File: src/rtl/key_stepper.sv
// key_stepper: two debounced push-buttons step a 3-bit position up/down,
// shown on an 8-bit one-hot LED bar.
//
// Ports
//   clk  : sole clock, rising edge
//   rst  : asynchronous, active-high reset
//   KEY  : raw active-low push-buttons (async to clk); [0] = up, [1] = down
//   pos  : registered position 0..7
//   LED  : one-hot display, LED[7-pos] lit
//
// Parameters
//   DEBOUNCE_CYCLES : stable synchronized samples to accept a press/release (>= 2)
//   REPEAT_CYCLES   : HELD cycles between auto-repeat steps (>= 1)
//
// Configuration
//   KEY_AUTOREPEAT_EN : when defined, a held key emits an extra step every
//                       REPEAT_CYCLES cycles; when undefined no repeat logic exists.

module key_stepper #(
    parameter int DEBOUNCE_CYCLES = 1000000,
    parameter int REPEAT_CYCLES   = 12500000
) (
    input  logic       clk,
    input  logic       rst,
    input  logic [1:0] KEY,
    output logic [2:0] pos,
    output logic [7:0] LED
);

    localparam int               CNT_W    = $clog2(DEBOUNCE_CYCLES) + 1;
    localparam logic [CNT_W-1:0] CNT_LAST = CNT_W'(DEBOUNCE_CYCLES - 1);

    typedef enum logic [1:0] {
        IDLE,
        PRESS_CHK,
        HELD,
        RELEASE_CHK
    } key_state_t;

    // Elaboration-time guard on parameter ranges.
    if (DEBOUNCE_CYCLES < 2 || REPEAT_CYCLES < 1) begin : g_bad_params
        $error("key_stepper: DEBOUNCE_CYCLES must be >= 2 and REPEAT_CYCLES >= 1");
    end

    logic [1:0] key_meta;
    logic [1:0] key_sync;
    logic [1:0] step;   // registered one-cycle pulses: [0] up, [1] down

    // Synchronizer flops reset to 1 so a key held through reset looks
    // released and is debounced as a fresh press afterwards.
    // NOTE: sequential state uses non-blocking assignments so every flop
    // samples the pre-edge value of its neighbours, giving a true 2-flop chain.
    always_ff @(posedge clk or posedge rst) begin
        if (rst) begin
            key_meta <= '1;
            key_sync <= '1;
        end else begin
            key_meta <= KEY;
            key_sync <= key_meta;
        end
    end

    for (genvar k = 0; k < 2; k++) begin : g_key
        key_state_t       state, state_nxt;
        logic [CNT_W-1:0] cnt, cnt_nxt;
        logic             step_q, step_nxt;
        logic             pressed;

        assign pressed = ~key_sync[k];
        assign step[k] = step_q;

`ifdef KEY_AUTOREPEAT_EN
        localparam int                RCNT_W    = $clog2(REPEAT_CYCLES) + 1;
        localparam logic [RCNT_W-1:0] RCNT_LAST = RCNT_W'(REPEAT_CYCLES - 1);
        logic [RCNT_W-1:0] rcnt, rcnt_nxt;

        always_ff @(posedge clk or posedge rst) begin
            if (rst) rcnt <= '0;
            else     rcnt <= rcnt_nxt;
        end
`endif

        always_ff @(posedge clk or posedge rst) begin
            if (rst) begin
                state  <= IDLE;
                cnt    <= '0;
                step_q <= 1'b0;
            end else begin
                state  <= state_nxt;
                cnt    <= cnt_nxt;
                step_q <= step_nxt;
            end
        end

        // NOTE: every output of this block gets a default before the case,
        // so no path leaves a signal unassigned and no latch is inferred.
        always_comb begin
            state_nxt = state;
            cnt_nxt   = cnt;
            step_nxt  = 1'b0;
`ifdef KEY_AUTOREPEAT_EN
            rcnt_nxt  = rcnt;
`endif
            case (state)
                IDLE: begin
                    if (pressed) begin
                        state_nxt = PRESS_CHK;
                        cnt_nxt   = '0;
                    end
                end
                PRESS_CHK: begin
                    if (!pressed) begin
                        state_nxt = IDLE;
                    end else if (cnt == CNT_LAST) begin
                        state_nxt = HELD;
                        step_nxt  = 1'b1;
`ifdef KEY_AUTOREPEAT_EN
                        rcnt_nxt  = '0;
`endif
                    end else begin
                        cnt_nxt = cnt + 1'b1;
                    end
                end
                HELD: begin
                    if (!pressed) begin
                        state_nxt = RELEASE_CHK;
                        cnt_nxt   = '0;
                    end
`ifdef KEY_AUTOREPEAT_EN
                    else if (rcnt == RCNT_LAST) begin
                        step_nxt = 1'b1;
                        rcnt_nxt = '0;
                    end else begin
                        rcnt_nxt = rcnt + 1'b1;
                    end
`endif
                end
                RELEASE_CHK: begin
                    if (pressed) begin
                        // Bounce during release: back to HELD, no new step.
                        state_nxt = HELD;
`ifdef KEY_AUTOREPEAT_EN
                        rcnt_nxt  = '0;
`endif
                    end else if (cnt == CNT_LAST) begin
                        state_nxt = IDLE;
                    end else begin
                        cnt_nxt = cnt + 1'b1;
                    end
                end
                default: state_nxt = IDLE;
            endcase
        end
    end

    // Simultaneous up and down pulses cancel; 3-bit arithmetic wraps mod 8.
    always_ff @(posedge clk or posedge rst) begin
        if (rst) begin
            pos <= 3'd0;
        end else if (step[0] && !step[1]) begin
            pos <= pos + 3'd1;
        end else if (step[1] && !step[0]) begin
            pos <= pos - 3'd1;
        end
    end

    assign LED = 8'h80 >> pos;

endmodule

File: config.mk
export PLATFORM = sky130hd
export DESIGN_NAME = key_stepper
export DESIGN_NICKNAME = d
export VERILOG_FILES = /design/src/rtl/key_stepper.sv
export SDC_FILE = /design/constraint.sdc
export NUM_CORES = 1
export LEC_CHECK = 0
export ABC_AREA = 1
export BUFFER_PORTS_ARGS = -buffer_cell sky130_fd_sc_hd__buf_2
export CAP_MARGIN = 20
export CELL_PAD_IN_SITES_DETAIL_PLACEMENT = 2
export CELL_PAD_IN_SITES_GLOBAL_PLACEMENT = 2
export CORE_MARGIN = 4
export CORE_UTILIZATION = 38
export DETAILED_ROUTE_END_ITERATION = 6
export GPL_ROUTABILITY_DRIVEN = 0
export GPL_TIMING_DRIVEN = 0
export HOLD_SLACK_MARGIN = 0.05
export PLACE_DENSITY_LB_ADDON = 0.1
export SYNTH_ARGS = -nofsm -noshare
export SYNTH_HDL_FRONTEND = slang
export SYNTH_SLANG_ARGS = --single-unit
File: constraint.sdc
create_clock -name clk -period 4.38 [get_ports clk]
set_input_delay 0 -clock clk [delete_from_list [all_inputs] [get_ports clk]]
set_output_delay 0 -clock clk [all_outputs]
set_load 0.005 [all_outputs]
After elaboration in Yosys (flattened, before gate mapping)
Cells that the tools add are included.
{"block": "word_totals", "register_bits": 55, "input_bits": 4, "output_inout_bits": 11, "elab_cells": 79}
{"block": "classes", "add_sub_neg": 4, "eq_ne": 20, "shifts": 1, "n_mux": 34, "reduce_logical": 11}
{"cell": "21-bit two-way mux", "count": 10}
{"cell": "21-bit one-hot mux with 4 select lines", "count": 2}
{"cell": "21-bit by 1-bit adder with 21-bit output (second input constant)", "count": 2}
{"cell": "21-bit by 20-bit equality test with 1-bit output (second input constant)", "count": 2}
{"cell": "2-bit two-way mux", "count": 12}
{"cell": "2-bit inequality test (second input constant)", "count": 8}
{"cell": "2-bit one-hot mux with 4 select lines", "count": 2}
{"cell": "4-bit AND reduction", "count": 4}
{"cell": "3-bit inequality test (second input constant)", "count": 4}
{"cell": "2-bit equality test (second input constant)", "count": 4}
{"cell": "8-bit by 3-bit >> shifter with 8-bit output (first input constant)", "count": 1}
{"cell": "1-bit two-way mux", "count": 6}
{"cell": "3-bit two-way mux", "count": 2}
{"cell": "2-bit by 1-bit equality test with 1-bit output (second input constant)", "count": 2}
{"cell": "2-bit logical NOT", "count": 2}
{"cell": "3-bit by 1-bit adder with 3-bit output (second input constant)", "count": 1}
{"cell": "3-bit by 1-bit subtractor with 3-bit output (second input constant)", "count": 1}
{"cell": "1-bit logical AND", "count": 2}
{"cell": "1-bit logical NOT", "count": 2}
{"cell": "2-bit nonzero test", "count": 1}

Longest topological paths before layout
{"block": "logic_depth", "ltp_word": 4, "mapped_depth": 10, "mapped_depth_nobuf": 10}

Worst setup path before layout
No wires, ideal clock.
{"block": "synth_path", "kind": "reg2reg", "start": "register g_key[0].cnt[0]", "end": "register g_key[0].cnt[0]", "setup_ns": 0.074, "arrival_ns": 1.489, "required_ns": 4.306, "path_slack_ns": 2.817, "stages_incl_launch_ff": 11, "n_path_buf": 1, "synth_period_minus_slack_ns": 1.563, "path_cell_list": "dfrtp_1 -> ha_1 -> nand3_2 -> inv_2 -> nand2_1 -> nor2_4 -> nand3_4 -> nand2_8 -> buf_8 -> nand2_1 -> o21ai_2"}
{"block": "synth_via", "elab_chain_len": 4, "elab_cells_between_ends": 6, "cone_classes": "1 x add/sub; 1 x eq/ne; 4 x mux"}
{"item": "from (decl)", "line_no": "65", "text": "logic [CNT_W-1:0] cnt, cnt_nxt;"}
{"item": "from (signal assigned)", "line_no": "90", "text": "cnt <= cnt_nxt;"}
{"item": "21-bit by 1-bit adder with 21-bit output / 21-bit by 20-bit equality test with 1-bit output (equally long branches)"}
{"item": "21-bit two-way mux (*)", "line_no": "114, 145"}
{"item": "21-bit two-way mux (on tied branches)", "line_no": "139, 112"}
{"item": "21-bit one-hot mux with 4 select lines (*)", "line_no": "104", "text": "case (state)"}
Mark *: on every way between the ends. The rest lies on a longest branch, timed or not. The select of a mux whose other input is x is not followed.
A chain may end at the register's enable or synchronous reset.

Final worst setup path
{"block": "layout_path", "start": "register g_key[1].cnt[0]", "end": "register g_key[1].cnt[16]"}
{"block": "layout_via", "elab_chain_len": 4, "elab_cells_between_ends": 6, "cone_classes": "1 x add/sub; 1 x eq/ne; 4 x mux"}
{"item": "from (decl)", "line_no": "65"}
{"item": "from (signal assigned)", "line_no": "90"}
{"item": "21-bit by 1-bit adder with 21-bit output / 21-bit by 20-bit equality test with 1-bit output (equally long branches)"}
{"item": "21-bit two-way mux (*)", "line_no": "114, 145"}
{"item": "21-bit two-way mux (on tied branches)", "line_no": "139, 112"}
{"item": "21-bit one-hot mux with 4 select lines (*)", "line_no": "104"}
Marked as above.

==> summary.md <==
| Metric | Value |
|---|---|
| Compound-Gate Fraction of Synth Area | 7.23% |
| Die span in y | 103 um |
| PortBufs | 14 |
| Synthesized Nets | 486 |
| Post-route design area | 3770 um2 |
| CTS tree | built |
| CTS sink count | 55 |
| Skew-Pair Late Insertion Delay | 320 ps |
| Final count of hold timing violations | 0 |
| Antenna Nets Post-Route | 0 |
| Critical Path RT | 4610 ps |
| Post-Synth Simple-Gate Area | 38.6% |
| Largest net degree at the start of global routing | 37 |
| CTS max path bufs | 2 |
| CP arrival | 2280 ps |
| Final nets | 511 |
| Asr flop ratio synth | 100% |
| RSZ-0062 raised after global routing | false |
| Power consumption | 0.900 mW |
| Max Freq | 489 MHz |
| Die ar. | 10,600 um2 |
| Final Skew | 13.9 ps |
| I/O Pins | 15 |
| Static leakage | 1.62 nW |
| Post_cts resized | 0 |
| Number of enable flip-flop cells after synthesis | 0 |
| Final cell count without fillers | 612 |
| Clock-pin slew on the worst setup and hold paths | 120 ps |
| Maxcap violations | 0 |
| Cells after Synth | 478 |
| Fin crit share | 46.7% |
| Post-DP HPWL | 7770 um |
| Setup CP Type | reg -> reg |
| Hold WC Path Type | in -> async |
| Mapped Area | 3430 um2 |
| Slew @ Worst Pin | 620 ps |
| Mux contribution to synthesized area | 0% |
| Worst Path Max Fanout | 10 |
| FP Rows | 34 |
| Die width | 103 um |
| Initial core utilization | 39.1% |
| Yosys warning count | 0 |
| Clock root cell | clkbuf_8 |
| DP Cell Count | 601 |
| Drt drc | 0 |
| Total GRT Usage | 20.9% |
| Synth area leaders | dfrtp_1, nand2_1, nor2_1 |
| Ys flop type | dfrtp_1 |
| Period minus WS final | 2040 ps |
| Yosys cell types | 31 |
| Global-route wire length before repair | 17,500 um |
| Post-synthesis sequential area ratio | 40.3% |
| Share of cells above drive strength 1 | 11.9% |
| Area leader, netlist | dfrtp_1 |
| Core Box Area | 8760 um2 |
| Crit path capture type | flop |
| Vias in the first global route | 3,582 |
| Area Growth Syn to Fin | 10.1% |
| Post-DP Area | 3650 um2 |
| Crit path launch type | flop |
| Drt via density | 5.27 |
| WL/cell | 16.5 um |
| XOR/XNOR share of the synthesized area | 5.11% |
| Status | finished clean |
| Avg Cell Area, Syn | 7.17 um2 |
| Drt pass-1 iters | 4 |
| Initial antenna violation count | 0 |
| Vias post-DR | 3,224 |
| TritonCTS Buffers | 5 |
| Setup TNS | 0 ps |
| Number of inserted diodes | 0 |
| Share of the synthesized area in the top cell type | 37.2% |
| Iter 0 DRT Violations | 64 |
| Setup-failing EPs final | 0 |
| Total grt overflow | 0 |
| Post-Synth Adder-Cell Area | 1.68% |
| Seq cells post-synth | 55 |
| Worst-case vdd ir drop | 0.117 mV |
| Largest family of logic cells by synthesized area | simple AND/OR/NAND/NOR gates |
| H-tree Lvls | 2 |
| Final max-slew violation count | 0 |
| Routed WL | 10,100 um |
| Max transition margin | 58.6% |
| PD cells | 239 nW/um2 |
## power breakdown
| part | leakage, nW | switching, mW | internal [mW] |
|---|---|---|---|
| clock network | 0.0485 | 0.190 | 0.116 |
| logic | 0.823 | 0.0430 | 0.0203 |
| registers | 0.746 | 0.0130 | 0.518 |
| total | 1.62 | 0.246 | 0.654 |
## state kept, by name, indices dropped and copies added, names as in the netlist, named ones only
signal / flops
pos: 3
key_meta: 2
g_key.step_q: 2
g_key.cnt: 42
key_sync: 2
g_key.state: 2
## cells in the mapped netlist (2+ instances only)
cell,number
a21oi_1,2
and2_1,4
buf_4,3
buf_8,2
dfrtp_1,51
dfstp_2,4
ha_1,3
inv_1,45
nand2_1,151
nand3_1,48
nand3_2,2
nand3b_1,2
nand4_1,8
nor2_1,73
nor3_1,10
o21ai_0,22
o21ai_2,14
or2_2,3
xnor2_1,6
xor2_1,14
## timing repair
item,CTS,global route
buffers inserted,0,0
hold buffers,3,0
endpoints found under the hold margin,21,0
## final timing paths
check                                startpoint               end  slack (ps)  depth (start not counted)
worst max-delay path            g_key[1].cnt[0]  g_key[1].cnt[16]        2340                          8
max in group asynchronous                   rst       key_sync[1]        3530                          4
worst min register to register      key_meta[1]       key_sync[1]         360                          0
worst min-delay path                        rst            pos[1]         230                          3
worst max register to register  g_key[1].cnt[0]  g_key[1].cnt[16]        2340                          8
min in group clk                         KEY[0]       key_meta[0]         310                          2
## cell families (layout without fill, tap and decap cells)
family                   count (synthesis)  after routing
AND/OR/NAND/NOR                        306            306
flip-flops                              55             55
buffers and inverters                   54             80
AO/OA/AOI/OAI                           39             39
XOR/XNOR                                20             20
adder cells (fa/ha/maj)                  4              4
## metrics by stage
stage / hold slack [ps] / worst slack (ps) / utilization, %
finish: 225 / 2340 / 43.1
detailed placement: 46.6 / 2310 / 41.7
global placement: 104 / 2210 / 41.5
global route: 266 / 2080 / 43.1
CTS: 235 / 2270 / 43.1
floorplan: 4.48 / 2820 / -
## cell type report
class	count	area [um2]
buffer	8	68.8
clock buffer	5	68.8
clock inverter	3	22.5
fill	1056	4990
inverter	46	173
multi-input combinational	369	1810
sequential	55	1380
tap	108	135
timing repair buffer	18	120
## worst max-delay path, cell delays in order, from the launching register on
cell	delay, ps
dfrtp_1	440
ha_1	350
nand3_2	200
nor2_1	160
nand3_1	170
nand2_2	230
buf_4	240
nand2_1	80
o21ai_0	80
## placed cells by master (no fill, tap or decap), types with 2 or more instances in the layout
cell type	n
o21ai_0	22
buf_4	3
nand3_1	48
nand2_1	151
dfstp_2	4
nand4_1	8
clkbuf_8	5
or2_2	3
buf_8	2
nand3b_1	2
dfrtp_1	51
nand3_2	2
buf_2	15
xnor2_1	6
o21ai_2	14
a21oi_1	2
ha_1	3
and2_1	4
inv_1	44
nor3_1	10
xor2_1	14
nor2_1	73
dlygate4sd3_1	3
inv_2	2
## per-layer routing
layer / share of wire, % / global-route usage [%] / wire length [um] / vias to the layer above
met1: 43 / 24.9 / 4340 / 1628
met4: 1.4 / 4.28 / 141 / 0
met3: 1.6 / 2.57 / 157 / 13
met5: 0 / 0 / 0 / -
li1: - / - / - / 1565
met2: 54 / 39.8 / 5460 / 18
Power figures use the tool's default switching activity.
